===== config.mk =====
export PLATFORM = sky130hd
export DESIGN_NAME = fifo_flex
export DESIGN_NICKNAME = d
export VERILOG_FILES = /design/src/rtl/fifo_flex.sv
export SDC_FILE = /design/constraint.sdc
export NUM_CORES = 1
export LEC_CHECK = 0
export BUFFER_PORTS_ARGS = -buffer_cell sky130_fd_sc_hd__buf_4
export CAP_MARGIN = 20
export CORE_MARGIN = 1.5
export CORE_UTILIZATION = 35
export DETAILED_ROUTE_END_ITERATION = 12
export GPL_ROUTABILITY_DRIVEN = 0
export PLACE_DENSITY_LB_ADDON = 0.3
export SLEW_MARGIN = 10
export SYNTH_ARGS = -nofsm -noshare
export SYNTH_HDL_FRONTEND = slang
export SYNTH_SLANG_ARGS = --single-unit

===== constraint.sdc =====
create_clock -name clk -period 6.6 [get_ports clk]
set_input_delay 0.66 -clock clk [delete_from_list [all_inputs] [get_ports clk]]
set_output_delay 0.66 -clock clk [all_outputs]
set_load 0.1 [all_outputs]

===== src/rtl/fifo_flex.sv =====
// Show-ahead synchronous FIFO with programmable almost flags,
// occupancy count and sticky overflow/underflow errors.
module fifo_flex #(
   parameter int DATA_WIDTH = 8,
   parameter int ADDR_WIDTH = 4,
   parameter int AF_LEVEL   = 2**ADDR_WIDTH-2,
   parameter int AE_LEVEL   = 2
) (
   input  logic                  clk,
   input  logic                  reset_n,
   input  logic                  wr,
   input  logic [DATA_WIDTH-1:0] w_data,
   input  logic                  rd,
   output logic [DATA_WIDTH-1:0] r_data,
   output logic                  empty,
   output logic                  full,
   output logic                  almost_empty,
   output logic                  almost_full,
   output logic [ADDR_WIDTH:0]   count,
   output logic                  overflow,
   output logic                  underflow,
   input  logic                  err_clr
);

   localparam int DEPTH = 2**ADDR_WIDTH;
   localparam logic [ADDR_WIDTH:0] AF_L  = (ADDR_WIDTH+1)'(AF_LEVEL);
   localparam logic [ADDR_WIDTH:0] AE_L  = (ADDR_WIDTH+1)'(AE_LEVEL);
   localparam logic [ADDR_WIDTH:0] DEP_L = (ADDR_WIDTH+1)'(DEPTH);

   generate
      if (AF_LEVEL < 1 || AF_LEVEL > DEPTH) begin : g_af_chk
         $error("fifo_flex: AF_LEVEL out of range");
      end
      if (AE_LEVEL < 0 || AE_LEVEL > DEPTH-1) begin : g_ae_chk
         $error("fifo_flex: AE_LEVEL out of range");
      end
   endgenerate

   logic [DATA_WIDTH-1:0] r_mem [DEPTH];
   logic [ADDR_WIDTH-1:0] r_wptr;
   logic [ADDR_WIDTH-1:0] r_rptr;
   logic [ADDR_WIDTH:0]   r_count;
   logic                  r_empty;
   logic                  r_full;
   logic                  r_ae;
   logic                  r_af;
   logic                  r_ovf;
   logic                  r_udf;

   logic                  w_rd_ok;
   logic                  w_wr_ok;
   logic [ADDR_WIDTH:0]   w_cnt_nxt;

   assign w_rd_ok   = rd & ~r_empty;
   // when full, a same-cycle pop frees the slot the write lands in
   assign w_wr_ok   = wr & (~r_full | rd);
   assign w_cnt_nxt = r_count
                    + {{ADDR_WIDTH{1'b0}}, w_wr_ok}
                    - {{ADDR_WIDTH{1'b0}}, w_rd_ok};

   always_ff @(posedge clk) begin
      if (w_wr_ok) begin
         r_mem[r_wptr] <= w_data;
      end
   end

   always_ff @(posedge clk or negedge reset_n) begin
      if (!reset_n) begin
         r_wptr  <= '0;
         r_rptr  <= '0;
         r_count <= '0;
         r_empty <= 1'b1;
         r_full  <= 1'b0;
         r_ae    <= 1'b1;
         r_af    <= (AF_LEVEL == 0);
         r_ovf   <= 1'b0;
         r_udf   <= 1'b0;
      end else begin
         if (w_wr_ok) begin
            r_wptr <= r_wptr + 1'b1;
         end
         if (w_rd_ok) begin
            r_rptr <= r_rptr + 1'b1;
         end
         r_count <= w_cnt_nxt;
         r_empty <= (w_cnt_nxt == '0);
         r_full  <= (w_cnt_nxt == DEP_L);
         r_ae    <= (w_cnt_nxt <= AE_L);
         r_af    <= (w_cnt_nxt >= AF_L);
         // a new error in the clearing cycle wins over the clear
         r_ovf   <= (r_ovf & ~err_clr) | (wr & ~w_wr_ok);
         r_udf   <= (r_udf & ~err_clr) | (rd & r_empty);
      end
   end

   assign r_data       = r_mem[r_rptr];
   assign empty        = r_empty;
   assign full         = r_full;
   assign almost_empty = r_ae;
   assign almost_full  = r_af;
   assign count        = r_count;
   assign overflow     = r_ovf;
   assign underflow    = r_udf;

endmodule


==> impl_metrics.json, run 1 <==
{
  "critPathKind": "reg2out",
  "cts_hold_buf": 0,
  "grt_max_degree": 36,
  "die_w_um": 133,
  "die_area_sq_um": 17600,
  "grt_overflow_total": 0,
  "cp.required_ns": 5.94,
  "finalMaxSlewViolations": 0,
  "drv_cap": 0,
  "postSynthCellCount": 298,
  "outcome": "completed",
  "post_cts_resized": 0,
  "synth_cell_types": 35,
  "antenna_found_initial": 0,
  "synth-seq-cells": 147,
  "vias": 2788,
  "cts.htree.levels": 4,
  "clock_sinks": 147,
  "coreArea_sq_um": 16500,
  "wire_per_inst_um": 19.3,
  "critPathLaunchType": "flop",
  "num_antenna_cells": 0,
  "cts_setup_buffers": 0,
  "cts_tree": "done",
  "setup_viol": 0,
  "fmax_mhz": 304,
  "clock_latency_ns": 0.42,
  "layout_common_cells": "edfxtp_1, buf_4, mux4_2",
  "reg2reg_slack_ns": 3.87,
  "hold_viol": 0,
  "clkSlewWorstSetupHoldPaths_ns": 0.06,
  "endpoint_kind": "output pin",
  "drive_gt1_share_pct": 26.5,
  "tightest_slew_ns": 0.943,
  "crit_arrival_ns": 2.63,
  "dieHeight_um": 133,
  "cts-buffers-inserted": 17,
  "ys_seq_area_share_pct": 73.5,
  "drt-total-wl_um": 11000,
  "nets": 362,
  "fin_crit_ns": 3.29,
  "yosysWarnings": 0,
  "dp_cells": 539,
  "finalNonFillerCells": 571,
  "initial_core_util_pct": 35.6,
  "synth_area_sq_um": 5880,
  "slew_headroom_pct": 36.9,
  "synth.avg_cell_area_sq_um": 19.7,
  "fp-row-count": 47,
  "firstDrtPassIters": 4,
  "cp_max_fo": 35,
  "drc": 0,
  "grt_pass1_vias": 3056,
  "tns_ns": 0,
  "clock_tree.root_cell": "clkbuf_16",
  "area_delta_synth_final_pct": 17.2,
  "min_period_over_period_pct": 49.8,
  "fin_skew_ns": 0.0105,
  "avgViaCountPerCell": 4.88,
  "grt_pass1_wl_um": 17100,
  "ant_nets": 0,
  "dp_hpwl_um": 7010,
  "whs_ns": 0.111,
  "drt_iter0_drc": 229,
  "ioPinCount": 32,
  "syn-num-nets": 322,
  "clockBufferDepth": 2,
  "final_common_cell": "edfxtp_1",
  "rsz0062_at_grt": "false",
  "hold_path.class": "in2async",
  "grt_use_total_pct": 13.5,
  "io_buffers": 31
}
-- flip-flops by register name, indices dropped and copies added, names as in the netlist --
register / count
empty: 1
r_rptr: 4
r_mem: 128
r_wptr: 4
full: 1
underflow: 1
count: 5
overflow: 1
almost_empty: 1
almost_full: 1
-- synthesized netlist by cell type --
library cell	instances	area share [%]
a21o_1	2	0.26
xnor2_1	8	1.2
clkbuf_1	3	0.19
nor3_1	5	0.43
a31o_2	1	0.15
and2b_1	1	0.13
ha_1	10	2.1
clkdlybuf4s25_2	3	0.51
dfrtp_1	17	7.2
buf_4	2	0.26
fa_1	1	0.34
mux4_1	11	4.9
buf_6	2	0.38
mux2_2	1	0.19
or3_1	1	0.11
nand2b_1	3	0.32
nor3b_1	1	0.13
dfstp_2	2	0.89
edfxtp_1	128	65
mux4_2	21	8.0
buf_12	1	0.34
nor2b_1	2	0.21
a22oi_1	16	2.0
nand2_1	16	1.0
inv_1	11	0.70
nand4_1	2	0.21
and2_1	2	0.21
buf_2	2	0.17
nor2_1	13	0.83
buf_1	2	0.13
a21oi_1	2	0.17
a2111oi_2	1	0.26
o21ai_0	2	0.17
xor2_1	2	0.30
o22ai_1	1	0.11
-- metal layers --
metal / vias to the layer above / track usage [%] / share of wire [%]
li1: 1274 / - / -
met2: 58 / 22.7 / 51
met4: 0 / 4.95 / 1.3
met3: 13 / 3.56 / 4.5
met1: 1443 / 16.8 / 43
met5: - / 0 / 0
-- final timing paths --
path | start | end | depth (start not counted)
max | r_rptr[0] | r_data[3] | 5
max in group asynchronous | reset_n | empty | 1
max reg2reg | full | almost_empty | 11
min | reset_n | almost_full | 1
min in group clk | err_clr | overflow | 2
min reg2reg | underflow | underflow | 2
-- cell families after synthesis --
kind of cell	synth area share (%)
compound gates	3.15
simple gates	3.60
fa+ha+maj	2.47
xor+xnor	1.49
flops	73.5
buf+inv	2.68
mux	13.1
-- final cells by class --
cell class | instances | area, sq um
clock buffer | 18 | 429
clock inverter | 14 | 150
fill | 1421 | 9630
timing repair buffer | 36 | 270
tap | 220 | 275
inverter | 11 | 41.3
multi-input combinational | 125 | 1400
sequential | 147 | 4320
-- critical path, stage by stage (launching register included) --
cell and delay (ns):
dfrtp_2 0.34, buf_4 0.53, mux4_1 0.65, a22oi_1 0.27, nand2_1 0.14, buf_4 0.26
-- stage by stage --
step	setup WS [ns]	utilization, %	instance area (sq um)
floorplan	3.44	-	5880
finish	3.31	41.7	6890
detailed placement	3.46	38.2	6310
global placement	3.54	38.2	6310
CTS	3.26	41.7	6890
global route	3.19	41.7	6890
Power of run 1 is not shown: default switching activity piles up to over one toggle a cycle in this logic, so the estimate is an artifact.
==> run 2, diff against run 1 <==
- clock period: 6.6 -> 3.2 ns (I/O delays scaled with it)
==> impl_metrics.json, run 2 (synthesis results as in run 1) <==
{
  "clock_tree.root_cell": "clkbuf_16",
  "setup_viol": 0,
  "die_w_um": 133,
  "endpoint": "almost_empty",
  "fmax_mhz": 364,
  "initial_core_util_pct": 35.6,
  "fin_skew_ns": 0.00651,
  "cts_tree": "done",
  "fin_crit_ns": 2.75,
  "tns_ns": 0,
  "post_cts_resized": 0,
  "dieHeight_um": 133,
  "cp.required_ns": 3.51,
  "slew_headroom_pct": 33.7,
  "rr_endpoint": "almost_empty",
  "regMostFlops": "r_mem",
  "dp_hpwl_um": 7170,
  "largest_reg_flops": 128,
  "reg2reg_slack_ns": 0.45,
  "r2r_cells": 11,
  "fp-row-count": 47,
  "vias": 2841,
  "die_area_sq_um": 17600,
  "ant_nets": 0,
  "layout_common_cells": "edfxtp_1, buf_4, mux4_2",
  "final_common_cell": "edfxtp_1",
  "startpoint": "full",
  "drt_iter0_drc": 193,
  "cp_max_fo": 9,
  "grt_max_degree": 36,
  "worstPathCellList": "nand2b_1 > and2_1 > inv_1 > ha_1 > inv_1 > ha_1 > fa_1 > a21o_1 > a21oi_1 > xnor2_1 > a2111oi_2",
  "endpoint_kind": "flop",
  "coreArea_sq_um": 16500,
  "critPathLaunchType": "flop",
  "fillerInstances": 1445,
  "rsz0062_at_grt": "false",
  "clock_latency_ns": 0.41,
  "grt_pass1_vias": 3108,
  "cts-buffers-inserted": 17,
  "cpPeakStageDelay_ns": 0.40,
  "drive_gt1_share_pct": 28.3,
  "cts_setup_buffers": 0,
  "io_buffers": 31,
  "grt_overflow_total": 0,
  "drt-total-wl_um": 11300,
  "outcome": "completed",
  "clkSlewWorstSetupHoldPaths_ns": 0.06,
  "drv_cap": 0,
  "clockBufferDepth": 2,
  "tightest_slew_ns": 0.991,
  "crit_arrival_ns": 3.06,
  "clock_sinks": 147,
  "critPathKind": "reg2reg",
  "hold_viol": 0,
  "finalMaxSlewViolations": 0,
  "area_delta_synth_final_pct": 17.8,
  "avgViaCountPerCell": 4.89,
  "grt_pass1_wl_um": 17600,
  "cts.htree.levels": 4,
  "grt_use_total_pct": 13.8,
  "r2r_start": "full",
  "hold_path.class": "in2reg",
  "antenna_found_initial": 0,
  "cpMaxStageDelayCell": "fa_1",
  "firstDrtPassIters": 4,
  "drc": 0,
  "min_period_over_period_pct": 85.9,
  "num_antenna_cells": 0,
  "wire_per_inst_um": 19.4,
  "ioPinCount": 32,
  "nets": 373
}
-- run 2: cell types whose count changed in the layout (fill, tap and decap cells not counted), moves of 2 or more --
| cell | delta |
|---|---|
| clkinvlp_4 | +3 |
| clkinv_1 | -2 |
| buf_4 | +9 |
| clkinv_2 | +2 |
| inv_6 | -3 |
| bufinv_16 | -2 |
-- run 2: per-stage QoR --
step	area [sq um]	setup slack, ns	utilization [%]	std cells	hold WS, ns
4_1_cts	6930	0.445	41.9	581	0.0880
3_5_place_dp	6400	0.400	38.7	549	0.207
3_3_place_gp	6400	0.452	38.7	549	0.206
5_1_grt	6930	0.219	41.9	581	0.0966
6_report	6930	0.450	41.9	581	0.100
2_1_floorplan	5880	0.0424	-	298	0.0244
-- run 2: worst max-delay path, delay by kind of cell, from the launching register on --
| kind | cells | cell delay [ns] |
|---|---|---|
| adder cells (fa/ha/maj) | 3 | 0.87 |
| AO/OA/AOI/OAI | 3 | 0.70 |
| AND/OR/NAND/NOR | 2 | 0.39 |
| flip-flops | 1 | 0.38 |
| XOR/XNOR | 1 | 0.17 |
| buffers and inverters | 2 | 0.12 |
-- run 2: per-layer routing --
| metal | track usage [%] | share of wire (%) | up-vias |
|---|---|---|---|
| met1 | 17.5 | 43 | 1470 |
| met4 | 4.76 | 1.6 | 0 |
| met5 | 0 | 0 | - |
| met2 | 22.9 | 50 | 69 |
| met3 | 3.95 | 5.5 | 14 |
| li1 | - | - | 1288 |
-- run 2: what timing repair did --
item	in CTS	in global routing
hold endpoints to repair	17	0
hold buffers	1	0
endpoints found under the setup margin	0	0
-- run 2: cell type report --
type / instances / area (sq um) / area share, %
sequential: 147 / 4320 / 62.4
multi-input combinational: 125 / 1400 / 20.2
clock buffer: 19 / 433 / 6.25
timing repair buffer: 47 / 368 / 5.31
tap: 220 / 275 / 3.97
clock inverter: 12 / 86.3 / 1.25
inverter: 11 / 41.3 / 0.596
-- run 2: worst min-delay path by stage --
stage                     depth (start not counted)  slack [ns]     from           to
after floorplan                                   0        0.02  reset_n  almost_full
after detailed placement                          1        0.21  reset_n     count[3]
after global routing                              2         0.1  err_clr     overflow
after CTS                                         2        0.09  err_clr    underflow
final                                             2        0.10  err_clr    underflow
after global placement                            1        0.21  reset_n     count[3]
Power of run 2 is left out for the same reason.
